$ cat src/rtl/byte_packer.sv
// Packs a byte stream little-endian into 32-bit words with per-lane enables.
// A flush request pushes out a partially filled word; unwritten lanes carry FILL_BYTE.
module byte_packer #(
  parameter logic [7:0] FILL_BYTE = 8'h00
) (
  input  logic        clk,
  input  logic        rst,
  input  logic [7:0]  byte_in,
  input  logic        byte_valid,
  output logic        byte_ready,
  input  logic        flush,
  output logic [31:0] word_out,
  output logic [3:0]  word_be,
  output logic        word_valid,
  input  logic        word_ready,
  output logic [2:0]  fill_count
);

  logic [31:0] asm_q, asm_d;
  logic [3:0]  asmBe_q, asmBe_d;
  logic [1:0]  idx_q, idx_d;
  logic        flushPend_q, flushPend_d;
  logic [31:0] wordOut_q, wordOut_d;
  logic [3:0]  wordBe_q, wordBe_d;
  logic        wordValid_q, wordValid_d;

  logic        outFree;
  logic        acceptByte;
  logic        flushReq;
  logic        complete;
  logic [31:0] asmMerged;
  logic [3:0]  beMerged;

  // Only the fourth byte has to wait for the output register to free up.
  assign outFree    = !wordValid_q || word_ready;
  assign byte_ready = !rst && ((idx_q != 2'd3) || outFree);
  assign acceptByte = byte_valid && byte_ready;
  assign flushReq   = flush || flushPend_q;

  always_comb begin
    asmMerged = asm_q;
    beMerged  = asmBe_q;
    if (acceptByte) begin
      asmMerged[{idx_q, 3'b000} +: 8] = byte_in;
      beMerged[idx_q]                 = 1'b1;
    end
  end

  // A flush serviced with nothing held and nothing arriving simply retires.
  assign complete = (acceptByte && (idx_q == 2'd3)) ||
                    (flushReq && outFree && ((idx_q != 2'd0) || acceptByte));

  always_comb begin
    asm_d       = asmMerged;
    asmBe_d     = beMerged;
    idx_d       = acceptByte ? idx_q + 2'd1 : idx_q;
    flushPend_d = flushReq && !outFree;
    wordOut_d   = wordOut_q;
    wordBe_d    = wordBe_q;
    wordValid_d = wordValid_q && !word_ready;
    if (complete) begin
      wordOut_d   = asmMerged;
      wordBe_d    = beMerged;
      wordValid_d = 1'b1;
      asm_d       = {4{FILL_BYTE}};
      asmBe_d     = 4'b0000;
      idx_d       = 2'd0;
      flushPend_d = 1'b0;
    end
  end

  always_ff @(posedge clk) begin
    if (rst) begin
      asm_q       <= {4{FILL_BYTE}};
      asmBe_q     <= 4'b0000;
      idx_q       <= 2'd0;
      flushPend_q <= 1'b0;
      wordOut_q   <= 32'h0;
      wordBe_q    <= 4'b0000;
      wordValid_q <= 1'b0;
    end else begin
      asm_q       <= asm_d;
      asmBe_q     <= asmBe_d;
      idx_q       <= idx_d;
      flushPend_q <= flushPend_d;
      wordOut_q   <= wordOut_d;
      wordBe_q    <= wordBe_d;
      wordValid_q <= wordValid_d;
    end
  end

  assign word_out   = wordOut_q;
  assign word_be    = wordBe_q;
  assign word_valid = wordValid_q;
  assign fill_count = {1'b0, idx_q};

endmodule

$ cat config.mk
export PLATFORM = sky130hd
export DESIGN_NAME = byte_packer
export DESIGN_NICKNAME = d
export VERILOG_FILES = /design/src/rtl/byte_packer.sv
export SDC_FILE = /design/constraint.sdc
export NUM_CORES = 1
export LEC_CHECK = 0
export CORE_ASPECT_RATIO = 0.9
export CORE_UTILIZATION = 40
export DETAILED_ROUTE_END_ITERATION = 10
export PLACE_DENSITY = 0.61
export SLEW_MARGIN = 40
export SYNTH_ARGS = -nofsm -noshare
export SYNTH_HDL_FRONTEND = slang
export SYNTH_SLANG_ARGS = --single-unit
$ cat constraint.sdc
create_clock -name clk -period 2.6 [get_ports clk]
set_input_delay 0.52 -clock clk [delete_from_list [all_inputs] [get_ports clk]]
set_output_delay 0.52 -clock clk [all_outputs]
set_load 0.05 [all_outputs]
=== Word level (Yosys, flattened, before mapping) ===
Index checks and enable logic that the tools add are counted.

* Register bits: 76
* Bits in latches: 0
* Memory bits (writable): 0
* ROM bits: 0
* Bits of input ports: 13
* Logic and storage cells: 41
* Memories: 0

* Add/subtract/negate cells: 2
* Multipliers: 0
* Div/mod/pow operators: 0
* Order comparisons: 2
* Equal/unequal tests: 2
* Shift-type cells: 2
* Muxes and demuxes: 6
* Bitwise logic cells: 1
* Reductions and logical operators: 19

{| class="wikitable"
|+ Operator list
! cell !! count
|-
| 32-bit bitwise mux || 1
|-
| 32-bit two-way mux || 1
|-
| 8-bit by 7-bit variable shift with 32-bit output (first input constant) || 1
|-
| 8-bit by 7-bit variable part select with 32-bit output || 1
|-
| 1-bit logical AND || 8
|-
| 5-bit negator with 7-bit output || 1
|-
| 1-bit logical OR || 5
|-
| 1-bit zero test || 4
|-
| 4-bit two-way mux || 1
|-
| 4-bit bitwise OR || 1
|-
| 2-bit by 3-bit < comparator with 1-bit output (second input constant) || 1
|-
| 2-bit by 1-bit adder with 2-bit output (second input constant) || 1
|-
| 1-bit demux with 2-bit select || 1
|-
| 2-bit equality test (second input constant) || 1
|-
| 2-bit by 1-bit >= comparator with 1-bit output (second input constant) || 1
|-
| 1-bit two-way mux || 2
|-
| 2-bit inequality test (second input constant) || 1
|-
| 2-bit nonzero test || 1
|-
| 2-bit OR reduction || 1
|}

=== Depth between registers and ports, before layout ===
Gate-level depths: netlist (run 1).

* Word-level depth: 9
* Depth in mapped cells: 8
* Mapped depth without buffers: 6

=== Worst setup path before layout (run 1) ===
Ideal clock, no wire load.

* Kind: reg-to-reg
* Start: reg idx_q[0]
* End: reg asmBe_q[0]
* Arrival time: 2,348 ps
* Required time: 2,474 ps
* Path slack: 126 ps
* Cell stages (with the launch flop): 9
* Buffers on the path: 2
* Clock period less this slack: 2,474 ps
* Cells stage by stage: dfxtp_1 inv_1 ha_1 nor2b_1 o21ai_0 a21o_1 clkbuf_1 clkbuf_1 nor2_1

* Longest elaborated chain between the ends: 8

{| class="wikitable"
|+ Ends and longest elaborated chain
! element !! line !! source
|-
| from (decl) || 21 || <nowiki>logic [1:0] idx_q, idx_d;</nowiki>
|-
| from (signal assigned) || 84 || <nowiki>idx_q <= idx_d;</nowiki>
|-
| branches (longest 8 deep; another with 2-bit by 3-bit < comparator with 1-bit output) || - ||
|-
| to (signal assigned) || 83 || <nowiki>asmBe_q <= asmBe_d;</nowiki>
|-
| to (decl) || 20 || <nowiki>logic [3:0] asmBe_q, asmBe_d;</nowiki>
|}

Several ways; the timed one is not identified.
A chain may end at the register's enable or synchronous reset.

=== Worst setup path after layout (run 1) ===
* Start: reg idx_q[0]
* End: out byte_ready

* Longest elaborated chain between the ends: 3

{| class="wikitable"
|+ Ends and longest elaborated chain
! element !! line !! source
|-
| 2-bit inequality test || 36 || <nowiki>assign byte_ready = !rst && ((idx_q != 2'd3) || outFree);</nowiki>
|-
| 1-bit logical OR || 36 ||
|-
| 1-bit logical AND || 36 ||
|-
| to (decl) || 10 || <nowiki>output logic byte_ready,</nowiki>
|}

Every way passes these cells.

==> results of run 1 <==
-- per-layer routing --
layer | GRT usage (%) | vias to the layer above | wire, µm
li1 | - | 1219 | -
met1 | 25.76 | 1141 | 3920
met2 | 27.98 | 57 | 3086
met3 | 5.986 | 9 | 329
met4 | 5.292 | 0 | 112
met5 | 0 | - | 0
-- cells by family after synthesis --
kind of cell    after synthesis  synth area share, %
xor+xnor                      1               0.2686
buf+inv                      30                4.680
compound gates               45                14.46
other cells                   1               0.1150
fa+ha+maj                     8                3.069
simple gates                126                20.64
mux                          33                10.13
flops                        76                46.64
-- Yosys cell counts, drive strengths merged --
| cell type | count |
|---|---|
| a211oi | 35 |
| a21o | 1 |
| a21oi | 7 |
| and2 | 31 |
| and3 | 5 |
| and4 | 1 |
| and4bb | 1 |
| buf | 16 |
| clkbuf | 10 |
| conb | 1 |
| dfxtp | 76 |
| ha | 8 |
| inv | 4 |
| mux2i | 33 |
| nand2 | 1 |
| nand2b | 1 |
| nand3 | 1 |
| nand3b | 1 |
| nor2 | 40 |
| nor2b | 3 |
| nor3 | 36 |
| nor3b | 1 |
| nor4b | 3 |
| o21ai | 1 |
| o221a | 1 |
| or2 | 1 |
| xnor2 | 1 |
-- where the power goes --
part | switching (µW) | internal, µW | total, µW | leakage (µW)
Sequential | 24.9 | 1210 | 1240 | 0.000618
Clock | 415 | 459 | 874 | 0.0000979
Combinational | 343 | 195 | 538 | 0.000715
-- worst max path at each step --
| stage | depth (start not counted) | from | endpoint | slack (ns) |
|---|---|---|---|---|
| finish | 5 | idx_q[0] | byte_ready | 0.31 |
| floorplan | 8 | idx_q[0] | asmBe_q[0] | 0.13 |
| detailed placement | 6 | byte_valid | word_out[2] | 0.21 |
| global route | 5 | idx_q[0] | byte_ready | 0.18 |
| CTS | 5 | idx_q[0] | byte_ready | 0.28 |
| global placement | 6 | byte_valid | word_out[2] | 0.27 |
-- sequential cells by signal (all words and copies together) (netlist names) --
signal and count:
asmBe_q 4, asm_q 32, flushPend_q 1, idx_q 2, word_be 4, word_out 32
word_valid 1
-- final cells by class --
cell class / instances / area, µm²
clock inverter: 5 / 52.55
tap: 96 / 120.1
inverter: 4 / 15.01
sequential: 76 / 1521
fill: 735 / 3637
multi-input combinational: 214 / 1588
clock buffer: 10 / 137.6
timing repair buffer: 70 / 660.6
-- through the flow --
step / area, µm² / util [%] / hold WS (ns) / total power, µW / worst slack [ns]
5_1_grt: 4095 / 52.96 / 0.4628 / 2774 / 0.1829
3_3_place_gp: 3905 / 50.50 / 0.4174 / 1802 / 0.2748
2_1_floorplan: 3262 / - / 0.4080 / 1640 / 0.1256
3_5_place_dp: 3905 / 50.50 / 0.4185 / 1805 / 0.2106
4_1_cts: 4095 / 52.96 / 0.4308 / 2678 / 0.2786
6_report: 4095 / 52.96 / 0.4299 / 2652 / 0.3122
-- worst reg2reg max path, stage by stage, from the launching register on --
cell,delay (ns)
dfxtp_1,0.46
inv_1,0.16
ha_1,0.41
nor4b_2,0.55
and2_1,0.20
mux2i_1,0.10
a211oi_2,0.23
==> impl_metrics.prom, run 1 <==
# TYPE chip_impl_metric gauge
chip_impl_info{name="status",value="complete, no violations"} 1
chip_impl_info{name="crit_path_end_kind",value="output pin"} 1
chip_impl_metric{name="insertedDiodeCount",unit=""} 0
chip_impl_metric{name="design.die.area",unit="µm²"} 8521
chip_impl_metric{name="worst_ir_drop_vdd",unit="V"} 0.0003163
chip_impl_metric{name="grt_usage",unit="%"} 18.64
chip_impl_metric{name="layout_worst_path_cycle_share",unit="%"} 87.99
chip_impl_metric{name="hold_path_depth",unit=""} 2
chip_impl_metric{name="drt-vias-per-instance",unit=""} 5.107
chip_impl_metric{name="post_cts_resize_count",unit=""} 0
chip_impl_metric{name="pwr_density_cell",unit="nW/µm²"} 647.6
chip_impl_info{name="synth_largest_area_cell",value="dfxtp_1"} 1
chip_impl_metric{name="drc",unit=""} 0
chip_impl_info{name="hold_class",value="reg -> reg"} 1
chip_impl_metric{name="syn-instance-count",unit=""} 320
chip_impl_metric{name="clock_sink_count",unit=""} 76
chip_impl_metric{name="first_iter_violations",unit=""} 77
chip_impl_info{name="synth_area_leaders",value="dfxtp_1 (47%), a211oi_2 (12%), mux2i_1 (10%)"} 1
chip_impl_metric{name="pins_over_slew_limit",unit=""} 0
chip_impl_metric{name="static-leakage-power",unit="µW"} 0.001431
chip_impl_metric{name="final-setup-viol-count",unit=""} 0
chip_impl_metric{name="dp_cells",unit=""} 460
chip_impl_metric{name="postSynthNetCount",unit=""} 341
chip_impl_info{name="crit_path_kind",value="reg -> out"} 1
chip_impl_metric{name="critical_path.max_fanout",unit=""} 11
chip_impl_metric{name="timing.max_slew.rel_slack",unit="%"} 65.02
chip_impl_metric{name="tightestPinTransition",unit="ns"} 0.5231
chip_impl_metric{name="synth-warning-count",unit=""} 0
chip_impl_metric{name="starting_density",unit="%"} 42.18
chip_impl_info{name="cell_chain_of_the_critical_path",value="buf_4 -> ha_1 -> nand3b_1 -> nor2b_1 -> buf_12"} 1
chip_impl_metric{name="io_pins",unit=""} 54
chip_impl_metric{name="num-nets-final",unit=""} 396
chip_impl_metric{name="totalNegativeSetupSlack",unit="ns"} 0
chip_impl_metric{name="cts-root-to-sink-buffers",unit=""} 2
chip_impl_info{name="critical_path.reg2reg.endpoint",value="word_out[26]"} 1
chip_impl_metric{name="rows",unit=""} 30
chip_impl_metric{name="worst_clock_skew",unit="ns"} 0.008496
chip_impl_info{name="clock_tree_from_tritoncts",value="done"} 1
chip_impl_metric{name="clk_pin_slew_worst_paths",unit="ns"} 0.08
chip_impl_info{name="crit_family",value="simple AND/OR/NAND/NOR gates"} 1
chip_impl_info{name="critical_path.reg2reg.startpoint",value="idx_q[1]"} 1
chip_impl_info{name="final_common_cell",value="dfxtp_1"} 1
chip_impl_metric{name="htree_levels",unit=""} 3
chip_impl_metric{name="hpwlAfterDp",unit="µm"} 4885
chip_impl_metric{name="fraction_of_final_layout_cells_with_drive_strength_greater_than_1",unit="%"} 18.47
chip_impl_metric{name="synth-seq-area-share",unit="%"} 46.64
chip_impl_metric{name="synthesized_flop_and_latch_total",unit=""} 76
chip_impl_metric{name="grt_overflow",unit=""} 0
chip_impl_metric{name="core-area",unit="µm²"} 7732
chip_impl_metric{name="detailedRoute.firstPassIterationCount",unit=""} 4
chip_impl_info{name="clk_root_buffer_cell",value="clkbuf_8"} 1
chip_impl_metric{name="grt_first_pass_wirelength",unit="µm"} 12220
chip_impl_metric{name="maxCapViolCount",unit=""} 0
chip_impl_metric{name="timing.reg2reg.worst_path_depth",unit=""} 6
chip_impl_info{name="holdCritStartpoint",value="asmBe_q[3]"} 1
chip_impl_metric{name="final_hold_violating_endpoints",unit=""} 0
chip_impl_metric{name="clkLatencyLatePin",unit="ns"} 0.34
chip_impl_info{name="worstHoldEndpoint",value="asmBe_q[3]"} 1
chip_impl_metric{name="layout_min_cycle_time",unit="ns"} 2.288
chip_impl_metric{name="number_of_global_route_vias_before_repair",unit=""} 2326
chip_impl_metric{name="mean_syn_cell_area",unit="µm²"} 10.19
chip_impl_metric{name="cp_slowest_stage_delay",unit="ns"} 0.31
chip_impl_metric{name="worst-r2r-setup-slack",unit="ns"} 0.42
chip_impl_metric{name="achievable-frequency",unit="MHz"} 437.1
chip_impl_metric{name="postCtsSetupBuffers",unit=""} 0
chip_impl_metric{name="ctsHoldBuffers",unit=""} 0
chip_impl_metric{name="postRouteAntennaNets",unit=""} 0
chip_impl_info{name="startpoint_type",value="register"} 1
chip_impl_metric{name="die_x",unit="µm"} 97.19
chip_impl_metric{name="die_h",unit="µm"} 87.67
chip_impl_metric{name="maximum_number_of_pins_on_one_net_before_global_route_repair",unit=""} 39
chip_impl_metric{name="synth.lib_cells_used.distinct",unit=""} 33
chip_impl_metric{name="synth_top_cell_area_share",unit="%"} 46.64
chip_impl_metric{name="antenna_violations_before_repair",unit=""} 0
chip_impl_metric{name="detail_route.wl_per_cell",unit="µm"} 15.68
chip_impl_metric{name="finalWirelength",unit="µm"} 7449
chip_impl_info{name="most-common-layout-cells",value="dfxtp_1 (76), clkdlybuf4s50_1 (50), nor2_1 (40)"} 1
chip_impl_metric{name="worst-endpoint-required",unit="ns"} 2.08
chip_impl_info{name="critical-path-slowest-cell",value="dfxtp_1"} 1
chip_impl_metric{name="data_arrival_time_of_the_critical_path",unit="ns"} 1.77
chip_impl_info{name="grt_setup_unrepaired",value="no"} 1
chip_impl_metric{name="cp_num_buf_inv",unit=""} 2
chip_impl_metric{name="numPortBuffers",unit=""} 52
chip_impl_metric{name="vias",unit=""} 2426
chip_impl_metric{name="place.gp.congestion",unit=""} 0.7634
chip_impl_metric{name="finish.cell_count_without_fillers",unit=""} 475
chip_impl_metric{name="post_synthesis_instance_area",unit="µm²"} 3262
chip_impl_metric{name="cts_inserted_buffers",unit=""} 9
chip_impl_metric{name="area_growth_syn_to_layout",unit="%"} 25.55
No activity file was read; power rests on OpenSTA's default activity.
==> run 2: changes to the inputs <==
Settings changed: CORE_UTILIZATION 40 to 25, PLACE_DENSITY 0.61 to 0.42.
==> run 2 against run 1 <==
Effect of this change: hold slack got worse by 0.0023 ns; clock power increased by 44%; sequential power about the same; global-route usage decreased by 5.2 points; total power increased by 15%; first-iteration DRC count increased by 53%; clock skew about the same; critical path depth unchanged; design area increased by 4.7%.
==> impl_metrics.prom, run 2 (synthesis results as in run 1) <==
# TYPE chip_impl_metric gauge
chip_impl_metric{name="htree_levels",unit=""} 3
chip_impl_info{name="hold_class",value="reg -> reg"} 1
chip_impl_metric{name="finalWirelength",unit="µm"} 8439
chip_impl_metric{name="starting_density",unit="%"} 25.71
chip_impl_metric{name="achievable-frequency",unit="MHz"} 441.8
chip_impl_metric{name="pins_over_slew_limit",unit=""} 0
chip_impl_metric{name="cp_slowest_stage_delay",unit="ns"} 0.30
chip_impl_metric{name="clock_sink_count",unit=""} 76
chip_impl_metric{name="multiInputGateArea",unit="µm²"} 1588
chip_impl_metric{name="design.die.area",unit="µm²"} 13510
chip_impl_info{name="worstSetupEndpoint",value="byte_ready"} 1
chip_impl_metric{name="critical_path_cell_count",unit=""} 5
chip_impl_metric{name="detailedRoute.firstPassIterationCount",unit=""} 4
chip_impl_metric{name="worst-endpoint-required",unit="ns"} 2.08
chip_impl_metric{name="cts_inserted_buffers",unit=""} 9
chip_impl_metric{name="fraction_of_final_layout_cells_with_drive_strength_greater_than_1",unit="%"} 17.82
chip_impl_metric{name="timing.max_slew.rel_slack",unit="%"} 56.73
chip_impl_metric{name="vias",unit=""} 2428
chip_impl_metric{name="maxCapViolCount",unit=""} 0
chip_impl_metric{name="timing.reg2reg.worst_path_depth",unit=""} 7
chip_impl_metric{name="numPortBuffers",unit=""} 52
chip_impl_metric{name="worst-r2r-setup-slack",unit="ns"} 0.47
chip_impl_info{name="critical-path-slowest-cell",value="dfxtp_1"} 1
chip_impl_metric{name="cp_num_buf_inv",unit=""} 2
chip_impl_info{name="crit_family",value="simple AND/OR/NAND/NOR gates"} 1
chip_impl_metric{name="post_cts_resize_count",unit=""} 0
chip_impl_metric{name="antenna_violations_before_repair",unit=""} 0
chip_impl_metric{name="layout_min_cycle_time",unit="ns"} 2.263
chip_impl_metric{name="first_iter_violations",unit=""} 118
chip_impl_metric{name="number_of_global_route_vias_before_repair",unit=""} 2399
chip_impl_info{name="clock_tree_from_tritoncts",value="done"} 1
chip_impl_metric{name="data_arrival_time_of_the_critical_path",unit="ns"} 1.74
chip_impl_metric{name="clkLatencyLatePin",unit="ns"} 0.33
chip_impl_info{name="clk_root_buffer_cell",value="clkbuf_16"} 1
chip_impl_metric{name="dp_cells",unit=""} 524
chip_impl_info{name="worst_setup_path_startpoint",value="idx_q[0]"} 1
chip_impl_metric{name="worst_ir_drop_vdd",unit="V"} 0.0003138
chip_impl_metric{name="grt_first_pass_wirelength",unit="µm"} 13370
chip_impl_info{name="crit_path_kind",value="reg -> out"} 1
chip_impl_metric{name="hpwlAfterDp",unit="µm"} 5446
chip_impl_info{name="final_common_cell",value="dfxtp_1"} 1
chip_impl_metric{name="layout_worst_path_cycle_share",unit="%"} 87.05
chip_impl_metric{name="cts-root-to-sink-buffers",unit=""} 2
chip_impl_metric{name="tightestPinTransition",unit="ns"} 0.6491
chip_impl_info{name="grt_setup_unrepaired",value="no"} 1
chip_impl_metric{name="clk_pin_slew_worst_paths",unit="ns"} 0.06
chip_impl_info{name="most-common-layout-cells",value="dfxtp_1 (76), clkdlybuf4s50_1 (50), nor2_1 (40)"} 1
chip_impl_metric{name="finish.cell_count_without_fillers",unit=""} 540
chip_impl_info{name="status",value="complete, no violations"} 1
chip_impl_metric{name="worst_clock_skew",unit="ns"} 0.008254
chip_impl_metric{name="regArea",unit="µm²"} 1521
chip_impl_metric{name="totalNegativeSetupSlack",unit="ns"} 0
chip_impl_metric{name="detail_route.wl_per_cell",unit="µm"} 15.63
chip_impl_metric{name="die_h",unit="µm"} 110.4
chip_impl_metric{name="num-fill-cells",unit=""} 1319
chip_impl_metric{name="postCtsSetupBuffers",unit=""} 0
chip_impl_metric{name="total_power",unit="µW"} 3050
chip_impl_metric{name="io_pins",unit=""} 54
chip_impl_metric{name="pwr_density_cell",unit="nW/µm²"} 711.3
chip_impl_metric{name="maximum_number_of_pins_on_one_net_before_global_route_repair",unit=""} 40
chip_impl_metric{name="critical_path.max_fanout",unit=""} 11
chip_impl_metric{name="drt-vias-per-instance",unit=""} 4.496
chip_impl_metric{name="design_area",unit="µm²"} 4288
chip_impl_metric{name="final-setup-viol-count",unit=""} 0
chip_impl_metric{name="grt_usage",unit="%"} 13.46
chip_impl_info{name="startpoint_type",value="register"} 1
chip_impl_metric{name="core-area",unit="µm²"} 12690
chip_impl_metric{name="postPlaceCellArea",unit="µm²"} 3985
chip_impl_metric{name="grt_overflow",unit=""} 0
chip_impl_metric{name="postRouteAntennaNets",unit=""} 0
chip_impl_metric{name="die_x",unit="µm"} 122.4
chip_impl_info{name="crit_path_end_kind",value="output pin"} 1
chip_impl_metric{name="place.gp.congestion",unit=""} 0.7017
chip_impl_metric{name="pre_cts_setup_slack",unit="ns"} 0.2209
chip_impl_metric{name="hold_path_depth",unit=""} 2
chip_impl_info{name="critical_path.reg2reg.endpoint",value="word_out[15]"} 1
chip_impl_metric{name="drc",unit=""} 0
chip_impl_metric{name="final.setup.worst_slack",unit="ns"} 0.3367
chip_impl_metric{name="final_hold_violating_endpoints",unit=""} 0
chip_impl_info{name="critical_path.reg2reg.startpoint",value="idx_q[1]"} 1
chip_impl_metric{name="num-nets-final",unit=""} 392
chip_impl_metric{name="rows",unit=""} 39
chip_impl_info{name="cell_chain_of_the_critical_path",value="buf_4 -> ha_1 -> nand3b_1 -> nor2b_1 -> buf_12"} 1
chip_impl_metric{name="insertedDiodeCount",unit=""} 0
chip_impl_metric{name="ctsHoldBuffers",unit=""} 0
chip_impl_metric{name="static-leakage-power",unit="µW"} 0.001467
chip_impl_metric{name="area_growth_syn_to_layout",unit="%"} 31.45
-- run 2: where the power goes --
group | internal [µW] | total (µW) | switching (µW) | leakage (µW)
Clock | 773 | 1260 | 488 | 0.000146
Sequential | 1220 | 1240 | 25.9 | 0.000618
Combinational | 199 | 547 | 348 | 0.000704
Total | 2190 | 3050 | 862 | 0.00147
-- run 2: how the worst min path moves through the flow --
stage / endpoint / slack (ns) / from
2_1_floorplan: asmBe_q[3] / 0.41 / asmBe_q[3]
3_5_place_dp: asmBe_q[3] / 0.42 / asmBe_q[3]
6_report: asmBe_q[3] / 0.43 / asmBe_q[3]
4_1_cts: asmBe_q[3] / 0.43 / asmBe_q[3]
5_1_grt: asmBe_q[3] / 0.46 / asmBe_q[3]
3_3_place_gp: asmBe_q[3] / 0.42 / asmBe_q[3]
-- run 2: area by class of cell --
type,instances,area share (%)
clock inverters,5,1.401
inverters,4,0.3502
clock buffers,11,5.661
well taps,164,4.786
multi-input cells,214,37.03
flip-flops and latches,76,35.48
repair buffers,66,15.29
-- run 2: stage by stage --
step           util, %  hold WS [ns]
2_1_floorplan        -        0.4080
3_3_place_gp     31.41        0.4181
3_5_place_dp     31.41        0.4228
4_1_cts          33.80        0.4325
5_1_grt          33.80        0.4636
6_report         33.80        0.4276
-- run 2: layer usage --
layer / routed length (µm) / up-vias / global-route usage [%] / share of wire [%]
met3: 308 / 8 / 3.344 / 3.6
li1: - / 1217 / - / -
met5: 0 / - / 0 / 0
met4: 98 / 0 / 4.181 / 1.2
met2: 3631 / 49 / 20.43 / 43
met1: 4400 / 1154 / 18.63 / 52
-- run 2: worst register-to-register path, stage by stage, from the launching register on --
cell and delay [ns]:
dfxtp_1 0.39, inv_1 0.19, ha_1 0.35, inv_1 0.09, o221a_2 0.26, or2_2 0.32
buf_12 0.20, a211oi_1 0.24
==> edit 1: new RTL, config.mk and constraints of run 1 <==
Take the reset off `wordOut_q` and load it in a clocked block of its own.
--- a/src/rtl/byte_packer.sv
+++ b/src/rtl/byte_packer.sv
@@ -75,7 +75,6 @@
       asmBe_q     <= 4'b0000;
       idx_q       <= 2'd0;
       flushPend_q <= 1'b0;
-      wordOut_q   <= 32'h0;
       wordBe_q    <= 4'b0000;
       wordValid_q <= 1'b0;
     end else begin
@@ -83,10 +82,13 @@
       asmBe_q     <= asmBe_d;
       idx_q       <= idx_d;
       flushPend_q <= flushPend_d;
-      wordOut_q   <= wordOut_d;
       wordBe_q    <= wordBe_d;
       wordValid_q <= wordValid_d;
     end
+  end
+
+  always_ff @(posedge clk) begin
+    wordOut_q <= wordOut_d;
   end
 
   assign word_out   = wordOut_q;
Behaviour: differs if rst is asserted again (counterexample within 4 cycles, from zero or initial values and one cycle with rst high); with rst held inactive, the same outputs for 10 cycles.
==> edit 1 against run 1 <==
Setup slack improved by 85 ps; critical path type unchanged; wire length fell by 16%; total power is 1.4% higher; final area is 3.0% lower; sequential cell count did not move; first-iteration DRC count shrank 23%; synthesized area decreased by 4.1%; clock power grew 21%.
==> edit 1: results (changes against run 1) <==
Critical path
  • Slowest cell on crit path: clkdlybuf4s50_1
  • Max FO, Critical Path: 7 (-4)
  • Slowest cell delay on critical path: 860 ps (+550 ps)

Cells and area
  • Area occupied by multi-input gates: 1140 um^2 (-28%)
  • Fraction of area in clock buffers and inverters: 0.0601 (+0.0137)
  • Buffer share of cell area: 0.153 (-0.00830)
  • Nonclk inv count: 7 (+3)
  • Final nets: 338 (-15%)
  • Fillers: 678 (-7.8%)

STA
  • Relative slew margins: 0.626 (-0.0243)
  • WHS: 467 ps (+36.8 ps)
  • Fmax achieved: 454 MHz (+3.9%)

Logic synthesis
  • Cells after Synth: 264 (-18%)
  • Average cell area after synthesis: 11.8 um^2 (+16%)
  • Count of cell types in the netlist: 35 (+6.1%)
  • Mapped Nets: 285 (-16%)

Pwr
  • Static power due to leakage: 1.47 nW (+2.6%)
  • Max IR drop VDD: 0.000352 V (+11%)

Placement
  • Detailed placer's ending HPWL: 3.92 mm (-20%)
  • DP Area: 3730 um^2 (-4.4%)
  • Pre-CTS WS: 239 ps (+28.4 ps)
  • Placed instance count: 402 (-13%)

Route
  • Vias per std cell: 4.93 (-3.5%)

Run status
  • Status: complete, no violations

Global routing
  • Tot GR Track Use: 0.168 (-0.0187)
-- edit 1: changes by cell type after synthesis, sizes merged, moves of 31 or more --
cell,before,now
a211oi,35,1
and2,31,0
dfxtp,76,44
edfxtp,0,32
mux2i,33,1
nor3,36,1
-- edit 1: worst register-to-register path: stages (launching register included) --
cell	delay (ps)
dfxtp_2	480
inv_1	140
ha_1	350
a211o_1	450
nand2_2	140
buf_12	220
-- edit 1: path summary, 6_finish.rpt --
check,endpoint,cells after the start
setup reg to reg,word_out[16]$_DFFE_PP_,5
hold / removal,asmBe_q[3]$_SDFF_PP0_,2
hold reg to reg,asmBe_q[3]$_SDFF_PP0_,2
setup / recovery,fill_count[1],1
-- edit 1: metal layers --
| metal | share of wire | up-vias | GRT usage |
|---|---|---|---|
| met5 | 0 | - | 0 |
| met4 | 0.021 | 0 | 0.0868 |
| met3 | 0.046 | 9 | 0.0443 |
| met2 | 0.42 | 39 | 0.230 |
| met1 | 0.52 | 995 | 0.241 |
| li1 | - | 1018 | - |
-- edit 1: power by group --
| group | internal [mW] | switching [mW] |
|---|---|---|
| Combinational | 0.109 | 0.218 |
| Sequential | 1.28 | 0.0161 |
| Clock | 0.634 | 0.431 |
-- edit 1: cell families (layout without fill, tap and decap cells) --
| family | after synthesis | after routing | synth area share |
|---|---|---|---|
| flops | 76 | 76 | 0.589 |
| buf+inv | 24 | 82 | 0.0480 |
| mux | 25 | 25 | 0.0920 |
| fa+ha+maj | 8 | 8 | 0.0320 |
| compound gates | 26 | 26 | 0.0544 |
| simple gates | 103 | 103 | 0.180 |
| other cells | 1 | 1 | 0.00120 |
| xor+xnor | 1 | 1 | 0.00280 |
==> edit 2: new RTL, flow settings as in run 1 <==
Made on the original files. Make the reset (`rst`) asynchronous in one clocked block.
--- a/src/rtl/byte_packer.sv
+++ b/src/rtl/byte_packer.sv
@@ -69,7 +69,7 @@
     end
   end
 
-  always_ff @(posedge clk) begin
+  always_ff @(posedge clk or posedge rst) begin
     if (rst) begin
       asm_q       <= {4{FILL_BYTE}};
       asmBe_q     <= 4'b0000;
Formal check against the unedited RTL: differs if rst is asserted again (counterexample within 4 cycles, from zero or initial values and one cycle with rst high); with rst held inactive, the same outputs for 4 cycles.
==> edit 2 against run 1 <==
Synthesized cell count down 3.8%; final area up 6.3%; wire length down 0.95%; global-route usage down 0.87 points; synthesized area up 5.7%; setup slack better by 28 ps; sequential cell count unchanged; critical path type unchanged; critical endpoint is now fill_count[0]; largest cell class is now sequential cells; highest routed layer unchanged.
Power is not compared: it rests on default switching activity, and its combinational part moved more than twofold at a synthesized area within 25%.
==> edit 2: results (changes against run 1) <==
Route
  • Vias per std cell: 4.95 (-3.0%)
  • Initial drt markers: 128 (+66%)
  • WL met1: 3.49 mm (-11%)

Logic synthesis
  • Synth top area cells: dfrtp_1 (55%), mux2_2 (4.6%), mux2i_1 (4.4%)
  • Sequential area share after synthesis: 0.552 (+0.0851)
  • Top post-synthesis cells by count: dfrtp_1 (76), a21oi_1 (22), nand2b_1 (20)
  • Asr flop ratio synth: 1.00 (+1.00)
  • Mapped Nets: 329 (-3.5%)
  • Average cell area after synthesis: 11.2 um^2 (+9.8%)

Global routing
  • GRT met2 Usage: 0.274 (-0.00621)
  • Global-route wire length before repair: 12.2 mm (-0.39%)
  • Global Route met3 Usage: 0.0568 (-0.00309)
  • Vias in the first global route: 2397 (+3.1%)
  • M1 GR Usage: 0.244 (-0.0136)
  • Tot GR Track Use: 0.178 (-0.00867)

Cells and area
  • Buffer share of cell area: 0.152 (-0.00893)
  • Share of cells above drive strength 1: 0.152 (-0.0325)
  • Buffers excl. clock: 68 (-2.9%)
  • Comb_multi_in: 191 (-11%)
  • Sequential share of cell area: 0.437 (+0.0655)
  • Share of cell area taken by multi-input logic gates: 0.312 (-0.0755)

Run status
  • Status: complete, no violations

Critical path
  • Top Family by Delay on Critical Path: buffers and inverters
  • Slowest cell on crit path: clkdlybuf4s50_1
  • Reg2Reg Setup Slack: 490 ps (+70 ps)
  • Crit path from: idx_q[0]$_DFFE_PP0P_
  • Critical path depth: 2 (-3)
  • Crit path to: fill_count[0]

STA
  • Worst slew pin tran: 501 ps (-22.0 ps)
  • Setup slack after layout: 340 ps (+27.9 ps)
  • WHS: 489 ps (+58.7 ps)

Min path
  • Hold Crit Start: asmBe_q[1]$_DFF_PP0_
  • Worst Hold Endpoint: asmBe_q[1]$_DFF_PP0_

Placement
  • Detailed placer's ending HPWL: 4.80 mm (-1.7%)
  • DP Area: 4140 um^2 (+6.0%)
  • Placed instance count: 469 (+2.0%)
  • RePlAce Congestion: 0.761 (-0.38%)

Die
  • Tap Count: 115 (+20%)
-- edit 2: changes by cell type in the layout (fill, tap and decap cells not counted), sizes merged, moves of 18 or more --
| cell | change |
|---|---|
| a31oi | +19 |
| nand3 | +18 |
| and2 | -31 |
| dfrtp | +76 |
| nor2 | -31 |
| nor3 | -36 |
| dfxtp | -76 |
| nand2b | +20 |
| mux2i | -18 |
-- edit 2: kinds of logic (layout without fill, tap and decap cells) --
logic type,after synthesis,after routing,share of synthesized area
compound gates,64,64,0.119
xor+xnor,1,1,0.00254
fa+ha+maj,8,8,0.0290
buf+inv,41,101,0.0548
flops,76,76,0.552
mux,29,29,0.0893
other cells,1,1,0.00109
simple gates,88,88,0.153
-- edit 2: tightest hold or removal path, cell delays in order (launching register included) --
cell and delay [ps]:
dfrtp_1 320, a21oi_1 50, nor2_1 80
-- edit 2: where the power goes --
part	leakage [nW]	total (mW)	internal [mW]	switching, mW
combinational	0.743	2.51	0.899	1.61
clock	0.100	0.977	0.556	0.421
sequential	1.01	1.64	1.48	0.169
